[src/rtl/i2c_slave.sv]
// I2C target emulating an MPU-style register device: 7-bit address match, pointer write,
// burst write and burst read with auto-increment against an external 256x8 register file.
module i2c_slave #(
    parameter logic [6:0] DEVICE_ADDR = 7'b1101000,
    parameter int         SYNC_STAGES = 2
) (
    input  logic       CLK,
    input  logic       RST,
    input  logic       SCL,
    input  logic       SDA_IN,
    output logic       SDA_OUT,
    output logic       SDA_DIR,
    output logic [7:0] REG_ADDR,
    output logic [7:0] REG_WDATA,
    output logic       REG_WEN,
    input  logic [7:0] REG_RDATA,
    output logic       REG_REN,
    output logic       BUSY,
    output logic       NACK_SEEN
);

    typedef enum logic [3:0] {
        IDLE,
        ADDR,
        ADDR_ACK,
        PTR,
        PTR_ACK,
        WRITE,
        WRITE_ACK,
        READ,
        READ_ACK,
        IGNORE,
        WAIT_STOP
    } state_t;

    logic [SYNC_STAGES-1:0] scl_sync, sda_sync;
    logic                   scl_s, sda_s, scl_d, sda_d;
    logic                   scl_rise, scl_fall, start_det, stop_det;

    state_t     state_q, state_d;
    logic [7:0] shift_q, shift_d;
    logic [3:0] cnt_q, cnt_d;
    logic [7:0] addr_q, addr_d;
    logic [7:0] wdata_q, wdata_d;
    logic       wen_q, wen_d;
    logic       ren_q, ren_d;
    logic       dir_q, dir_d;
    logic       busy_q, busy_d;
    logic       nack_q, nack_d;
    logic       rw_q, rw_d;

    // Synchronisers reset to the idle-bus level so reset release never fakes an edge
    always_ff @(posedge CLK or negedge RST) begin
        if (!RST) begin
            scl_sync <= '1;
            sda_sync <= '1;
            scl_d    <= 1'b1;
            sda_d    <= 1'b1;
        end else begin
            scl_sync <= {scl_sync[SYNC_STAGES-2:0], SCL};
            sda_sync <= {sda_sync[SYNC_STAGES-2:0], SDA_IN};
            scl_d    <= scl_s;
            sda_d    <= sda_s;
        end
    end

    assign scl_s     = scl_sync[SYNC_STAGES-1];
    assign sda_s     = sda_sync[SYNC_STAGES-1];
    assign scl_rise  = scl_s & ~scl_d;
    assign scl_fall  = ~scl_s & scl_d;
    assign start_det = scl_s & scl_d & sda_d & ~sda_s;
    assign stop_det  = scl_s & scl_d & ~sda_d & sda_s;

    always_ff @(posedge CLK or negedge RST) begin
        if (!RST) begin
            state_q <= IDLE;
            shift_q <= '0;
            cnt_q   <= '0;
            addr_q  <= '0;
            wdata_q <= '0;
            wen_q   <= 1'b0;
            ren_q   <= 1'b0;
            dir_q   <= 1'b0;
            busy_q  <= 1'b0;
            nack_q  <= 1'b0;
            rw_q    <= 1'b0;
        end else begin
            state_q <= state_d;
            shift_q <= shift_d;
            cnt_q   <= cnt_d;
            addr_q  <= addr_d;
            wdata_q <= wdata_d;
            wen_q   <= wen_d;
            ren_q   <= ren_d;
            dir_q   <= dir_d;
            busy_q  <= busy_d;
            nack_q  <= nack_d;
            rw_q    <= rw_d;
        end
    end

    always_comb begin
        state_d = state_q;
        shift_d = shift_q;
        cnt_d   = cnt_q;
        addr_d  = addr_q;
        wdata_d = wdata_q;
        wen_d   = 1'b0;
        ren_d   = 1'b0;
        dir_d   = dir_q;
        busy_d  = busy_q;
        nack_d  = nack_q;
        rw_d    = rw_q;

        // The pointer advances the cycle after each write strobe
        if (wen_q)
            addr_d = addr_q + 8'd1;

        if (start_det) begin
            state_d = ADDR;
            cnt_d   = '0;
            dir_d   = 1'b0;
            nack_d  = 1'b0;
        end else if (stop_det) begin
            state_d = IDLE;
            dir_d   = 1'b0;
            busy_d  = 1'b0;
        end else begin
            case (state_q)
                ADDR, PTR, WRITE: begin
                    if (scl_rise && cnt_q != 4'd8) begin
                        shift_d = {shift_q[6:0], sda_s};
                        cnt_d   = cnt_q + 4'd1;
                    end else if (scl_fall && cnt_q == 4'd8) begin
                        cnt_d = '0;
                        case (state_q)
                            ADDR: begin
                                if (shift_q[7:1] == DEVICE_ADDR) begin
                                    state_d = ADDR_ACK;
                                    dir_d   = 1'b1;
                                    busy_d  = 1'b1;
                                    rw_d    = shift_q[0];
                                end else begin
                                    state_d = IGNORE;
                                end
                            end
                            PTR: begin
                                addr_d  = shift_q;
                                state_d = PTR_ACK;
                                dir_d   = 1'b1;
                            end
                            default: begin
                                wdata_d = shift_q;
                                state_d = WRITE_ACK;
                                dir_d   = 1'b1;
                            end
                        endcase
                    end
                end
                ADDR_ACK: begin
                    if (scl_fall) begin
                        if (rw_q) begin
                            shift_d = REG_RDATA;
                            ren_d   = 1'b1;
                            dir_d   = ~REG_RDATA[7];
                            state_d = READ;
                        end else begin
                            dir_d   = 1'b0;
                            state_d = PTR;
                        end
                    end
                end
                PTR_ACK: begin
                    if (scl_fall) begin
                        dir_d   = 1'b0;
                        state_d = WRITE;
                    end
                end
                WRITE_ACK: begin
                    if (scl_rise)
                        wen_d = 1'b1;
                    if (scl_fall) begin
                        dir_d   = 1'b0;
                        state_d = WRITE;
                    end
                end
                // Drive only zeros; a one bit is sent by releasing the line
                READ: begin
                    if (scl_rise && cnt_q != 4'd8) begin
                        cnt_d = cnt_q + 4'd1;
                    end else if (scl_fall && cnt_q == 4'd8) begin
                        dir_d   = 1'b0;
                        addr_d  = addr_q + 8'd1;
                        cnt_d   = '0;
                        state_d = READ_ACK;
                    end else if (scl_fall && cnt_q != 4'd0) begin
                        shift_d = {shift_q[6:0], 1'b0};
                        dir_d   = ~shift_q[6];
                    end
                end
                READ_ACK: begin
                    if (scl_rise && sda_s) begin
                        nack_d  = 1'b1;
                        state_d = WAIT_STOP;
                    end else if (scl_fall) begin
                        shift_d = REG_RDATA;
                        ren_d   = 1'b1;
                        dir_d   = ~REG_RDATA[7];
                        state_d = READ;
                    end
                end
                default: ;
            endcase
        end
    end

    assign SDA_DIR   = dir_q;
    assign SDA_OUT   = ~dir_q;
    assign REG_ADDR  = addr_q;
    assign REG_WDATA = wdata_q;
    assign REG_WEN   = wen_q;
    assign REG_REN   = ren_q;
    assign BUSY      = busy_q;
    assign NACK_SEEN = nack_q;

endmodule

[config.mk]
export PLATFORM = sky130hd
export DESIGN_NAME = i2c_slave
export DESIGN_NICKNAME = d
export VERILOG_FILES = /design/src/rtl/i2c_slave.sv
export SDC_FILE = /design/constraint.sdc
export NUM_CORES = 1
export LEC_CHECK = 0
export CAP_MARGIN = 40
export CORE_MARGIN = 4
export CORE_UTILIZATION = 55
export CTS_CLUSTER_SIZE = 24
export DETAILED_ROUTE_END_ITERATION = 7
export PLACE_DENSITY_LB_ADDON = 0.05
export SLEW_MARGIN = 10
export SYNTH_ARGS = -nofsm -noshare
export SYNTH_HDL_FRONTEND = slang
export SYNTH_SLANG_ARGS = --single-unit
export TNS_END_PERCENT = 1
[constraint.sdc]
create_clock -name CLK -period 3 [get_ports CLK]
set_clock_uncertainty 0.2 [all_clocks]
set_input_delay 0.6 -clock CLK [delete_from_list [all_inputs] [get_ports CLK]]
set_output_delay 0.6 -clock CLK [all_outputs]
set_load 0.02 [all_outputs]
# ---- Word level (Yosys, flattened, before mapping)
# Cells that the tools add are included.
dict set report totals {
  reg_bits 44
  in_bits 12
  out_inout_bits 22
  elab_cells 166
}
dict set report classes {
  n_addsub 2
  eq_ne 32
  mux 72
  n_bitwise 18
  reduce_logical 27
}
# op n
set op_table {}
lappend op_table {{8-bit two-way mux} 16}
lappend op_table {{4-bit two-way mux} 16}
lappend op_table {{1-bit two-way mux} 33}
lappend op_table {{4-bit inequality test (second input constant)} 8}
lappend op_table {{8-bit case mux with 4 select lines} 1}
lappend op_table {{2-bit inequality test (second input constant)} 10}
lappend op_table {{4-bit case mux with 5 select lines} 1}
lappend op_table {{4-bit by 3-bit equality test with 1-bit output (second input constant)} 4}
lappend op_table {{8-bit case mux with 2 select lines} 1}
lappend op_table {{5-bit inequality test (second input constant)} 3}
lappend op_table {{2-bit nonzero test} 7}
lappend op_table {{6-bit AND reduction} 2}
lappend op_table {{1-bit NOT} 11}
lappend op_table {{11-bit AND reduction} 1}
lappend op_table {{10-bit AND reduction} 1}
lappend op_table {{8-bit by 1-bit adder with 8-bit output (second input constant)} 1}
lappend op_table {{4-bit by 2-bit equality test with 1-bit output (second input constant)} 2}
lappend op_table {{4-bit equality test (second input constant)} 2}
lappend op_table {{4-bit case mux with 2 select lines} 1}
lappend op_table {{8-bit AND reduction} 1}
lappend op_table {{4-bit nonzero test} 2}
lappend op_table {{1-bit AND} 7}
lappend op_table {{7-bit equality test (second input constant)} 1}
lappend op_table {{7-bit AND reduction} 1}
lappend op_table {{13 further kinds} 18}

# ---- Depth between registers and ports, before layout
dict set report logic_depth {
  word_depth 9
  ltp_mapped 8
}

# ---- Worst setup path after synthesis
# OpenSTA, ideal clock, no wires.
dict set report synth_timing {
  path_type {reg-to-reg}
  from {register cnt_q[0]}
  to {register shift_q[0]}
  setup_ns 0.125
  arrival_ns 1.857
  t_required_ns 2.675
  path_slack_ns 0.818
  stages_incl_launch_ff 9
  path_buffers 1
  synth_period_minus_slack_ns 2.182
  path_cell_list {dfrtp_1 > inv_1 > ha_1 > and3b_1 > buf_2 > o21ai_0 > a21oi_2 > nor3_4 > mux2_2}
}
dict set report synth_via {
  elab_chain_len 4
}
# item line_no
set synth_rtl {}
lappend synth_rtl {{start: declaration} 42} ;# logic [3:0] cnt_q, cnt_d;
lappend synth_rtl {{start signal: assignment} 90} ;# cnt_q <= cnt_d;
lappend synth_rtl {{4-bit equality test, or another cell as far along} 191} ;# end else if (scl_fall && cnt_q == 4'd8) begin
lappend synth_rtl {{1-bit logical AND, on equally long branches} -}
lappend synth_rtl {{2-bit inequality test (no line)} -}
lappend synth_rtl {{11-bit AND reduction (no line) (*)} -}
lappend synth_rtl {{end signal: assignment} 89} ;# shift_q <= shift_d;
lappend synth_rtl {{end: declaration} 41} ;# logic [7:0] shift_q, shift_d;
# Every way passes the cells marked *; elsewhere a longest branch is shown, timed or not.
# A chain may end at the register's enable or synchronous reset.

# ---- Final worst setup path
dict set report layout_timing {
  from {register state_q[1]}
  to {register shift_q[1]}
}
dict set report layout_via {
  elab_chain_len 4
}
# item line_no
set layout_rtl {}
lappend layout_rtl {{start: declaration} 40} ;# state_t state_q, state_d;
lappend layout_rtl {{start signal: assignment} 88} ;# state_q <= state_d;
lappend layout_rtl {{4-bit by 1-bit equality test with 1-bit output, or another cell as far along} 129} ;# case (state_q)
lappend layout_rtl {{3-bit OR reduction} 129}
lappend layout_rtl {{4-bit nonzero test (no line) or 2-bit inequality test (tied branches)} -}
lappend layout_rtl {{11-bit AND reduction (no line)} -}
# Parallel ways exist; a longest one is shown, timed or not.

==> impl_metrics.ini <==
[run_status]
status = finished, final reports clean

[power_and_ir_drop]
seq_power_share = 0.391
p_comb_frac = 0.418
power.density_nw_per_um2 = 766
pwr-share-clk = 0.191
p_sw_frac = 0.393
peakVddDrop_mv = 0.434
power.switching_uw = 940
internal-power_uw = 1450
power.leakage_uw = 0.00127
power_uw = 2390

[drt]
routed_via_density = 6.25
remaining_drc_errors = 0
wl_per_cell_um = 17.6
drt-initial-drc-count = 239
vias = 2144
routed_wirelength_mm = 6.03
drtPass1Iterations = 6
ant_nets = 0

[worst_setup_path]
worstPathArrival_ns = 2.48
worstReg2RegEnd = shift_q[1]$_DFFE_PN0P_
crit_fanout = 19
crit_type = register to register
critPathTopFamily = flip-flops
crit_path_end_kind = register
rrSetupSlack_ns = 0.51
startpoint_type = register
critPathBufInv = 0
reg2regPathDepth = 5
r2r_start = state_q[1]$_DFFE_PN0P_
crit_chain = nand3b_1 -> a2111oi_4 -> a21oi_2 -> nor3_4 -> mux2_2
max_stage_delay_ns = 0.72
cp.required_ns = 2.99
cp_slowest_cell = dfrtp_1

[die]
ioPinCount = 34
floorplan.initialDensity = 0.585
die_w_um = 77.0
die_area_um2 = 5920
core_area_um2 = 4470
die_h_um = 77.0
placementRows = 24

[timing]
tightest_slew_ns = 0.689
period_minus_slack_ns = 2.49
grt_setup_unrepaired = no
max_freq_ghz = 0.402
timing.final.crit_share = 0.829
hold_violations = 0
hold_slack_ns = 0.00179
slew_violations = 0
max_slew_margin = 0.537
setup_viol = 0
totalNegativeSetupSlack_ns = 0

[clock_network]
clock-sinks = 44
clockBufferDepth = 2
htree_num_levels = 2
ctsHoldBuffers = 0
clk_latency_ns = 0.30
root_buffer = clkbuf_8
cts_tree = yes
post_cts_buffers = 0
post_cts_resized = 0
clkTransAtPathRegs_ns = 0.09
cts_made_buffers = 5

[logic_synthesis]
syn_nets = 270
synth_area_um2 = 2620
yosys.area.top_type = dfrtp_1
synth.area.top_cells = dfrtp_1 (36%), mux2_2 (10%), dfstp_2 (6.0%), nand2_1 (3.6%), xor2_1 (2.7%)
ys_seq_area_frac = 0.424
avgSynthCellArea_um2 = 10.3
synth-seq-cells = 44
yosys.cell_types.count = 61
synth_ff_type = dfrtp_1
synth_top_area_share = 0.363
synth_warnings = 0
synth_cells = 255
async_reset_ff_frac = 1.00
synth_edf_count = 0

[place]
routabilityCongestion = 0.899
dpl.hpwl_mm = 4.45
io_buffer_count = 33

[cells_and_area]
n_fill_cell = 354
register_area_um2 = 1110
antenna_cells = 0
area_growth_pct = 19.3
nets = 305
layout-drive-gt1-share = 0.206
layout_commonest_cell = dfrtp_1
final_cell_mix = dfrtp_1 (38), clkdlybuf4s50_1 (32), nand2_1 (25)
multi_input_area_um2 = 1420

[grt]
grt_pass1_vias = 2064
grt_max_degree = 30
overflow = 0
grt_usage = 0.215
grt_antenna_before_repair = 0
grt_first_pass_wirelength_mm = 10.4

[flow_run]
maxCapViolCount = 0

[hold_path]
hp-class = primary input to async pin
-- final cells by class --
| cell class | instances | share of cell area |
|---|---|---|
| clock buffers | 5 | 0.0220 |
| well taps | 52 | 0.0208 |
| flip-flops and latches | 44 | 0.355 |
| multi-input cells | 191 | 0.454 |
| inverters | 8 | 0.00962 |
| clock inverters | 3 | 0.0136 |
| repair buffers | 40 | 0.125 |
-- worst max path at each step --
stage                                start  depth (start not counted)  slack (ns)                      to
global placement    state_q[3]$_DFFE_PN0P_                          6        0.59   REG_ADDR[6]$_DFF_PN0_
floorplan             cnt_q[0]$_DFFE_PN0P_                          8        0.82  shift_q[0]$_DFFE_PN0P_
finish              state_q[1]$_DFFE_PN0P_                          5        0.51  shift_q[1]$_DFFE_PN0P_
detailed placement  state_q[1]$_DFFE_PN0P_                          5        0.54  shift_q[1]$_DFFE_PN0P_
CTS                 state_q[1]$_DFFE_PN0P_                          5        0.52  shift_q[1]$_DFFE_PN0P_
global route        state_q[1]$_DFFE_PN0P_                          5        0.37  shift_q[5]$_DFFE_PN0P_
-- per-stage QoR --
step                instance area (µm²)  worst slack [ns]  cells   util
floorplan                          2620             0.818    255      -
global placement                   2990             0.594    334  0.668
detailed placement                 3010             0.540    335  0.673
CTS                                3120             0.516    343  0.698
global route                       3120             0.369    343  0.698
finish                             3120             0.513    343  0.698
-- cells in the mapped netlist, types with 4 or more instances --
master	count
a21oi_1	9
o211ai_1	5
xnor2_1	4
mux2_2	24
dfrtp_1	38
inv_1	8
buf_2	7
nand2_1	25
nand4_1	5
nand3_1	8
nor2_1	11
dfstp_2	6
xor2_1	8
mux2i_1	4
a32oi_1	4
nor3_1	6
o21ai_0	9
nand2b_1	6
o221ai_1	4
-- routing by layer --
layer / share of wire / global-route usage
met2: 0.44 / 0.323
met1: 0.47 / 0.320
met5: 0 / 0
met4: 0.014 / 0.0534
met3: 0.067 / 0.0398
-- worst register-to-register path: cells and delay by family, from the launching register on --
kind | cells | cell delay, ns
simple gates | 2 | 0.56
flops | 1 | 0.72
mux | 1 | 0.39
compound gates | 2 | 0.51
-- cell families after synthesis --
| logic type | Yosys count | synth area share |
|---|---|---|
| xor gates and xnor gates | 12 | 0.0402 |
| DFF | 44 | 0.424 |
| muxes | 29 | 0.123 |
| buffers and inverters | 20 | 0.0349 |
| adders and majority gates | 3 | 0.0143 |
| and+or+nand+nor | 91 | 0.203 |
| AOI/OAI and AO/OA | 56 | 0.161 |
-- power groups by stage --
stage               Sequential, µW  Combinational, µW  Clock (µW)
CTS                            933                995         465
global placement               940                974           0
global route                   968               1100         494
finish                         936               1000         456
floorplan                      873                775           0
detailed placement             945                984           0
-- state kept, by name (all words and copies together), names as in the netlist --
signal and count:
sda_d 1, cnt_q 4, scl_d 1, BUSY 1, sda_sync 2, REG_ADDR 8, SDA_DIR 1, NACK_SEEN 1
shift_q 8, scl_sync 2, state_q 4, REG_WEN 1, REG_REN 1, rw_q 1, REG_WDATA 8
Note: power is estimated with default switching activity, not from simulation.
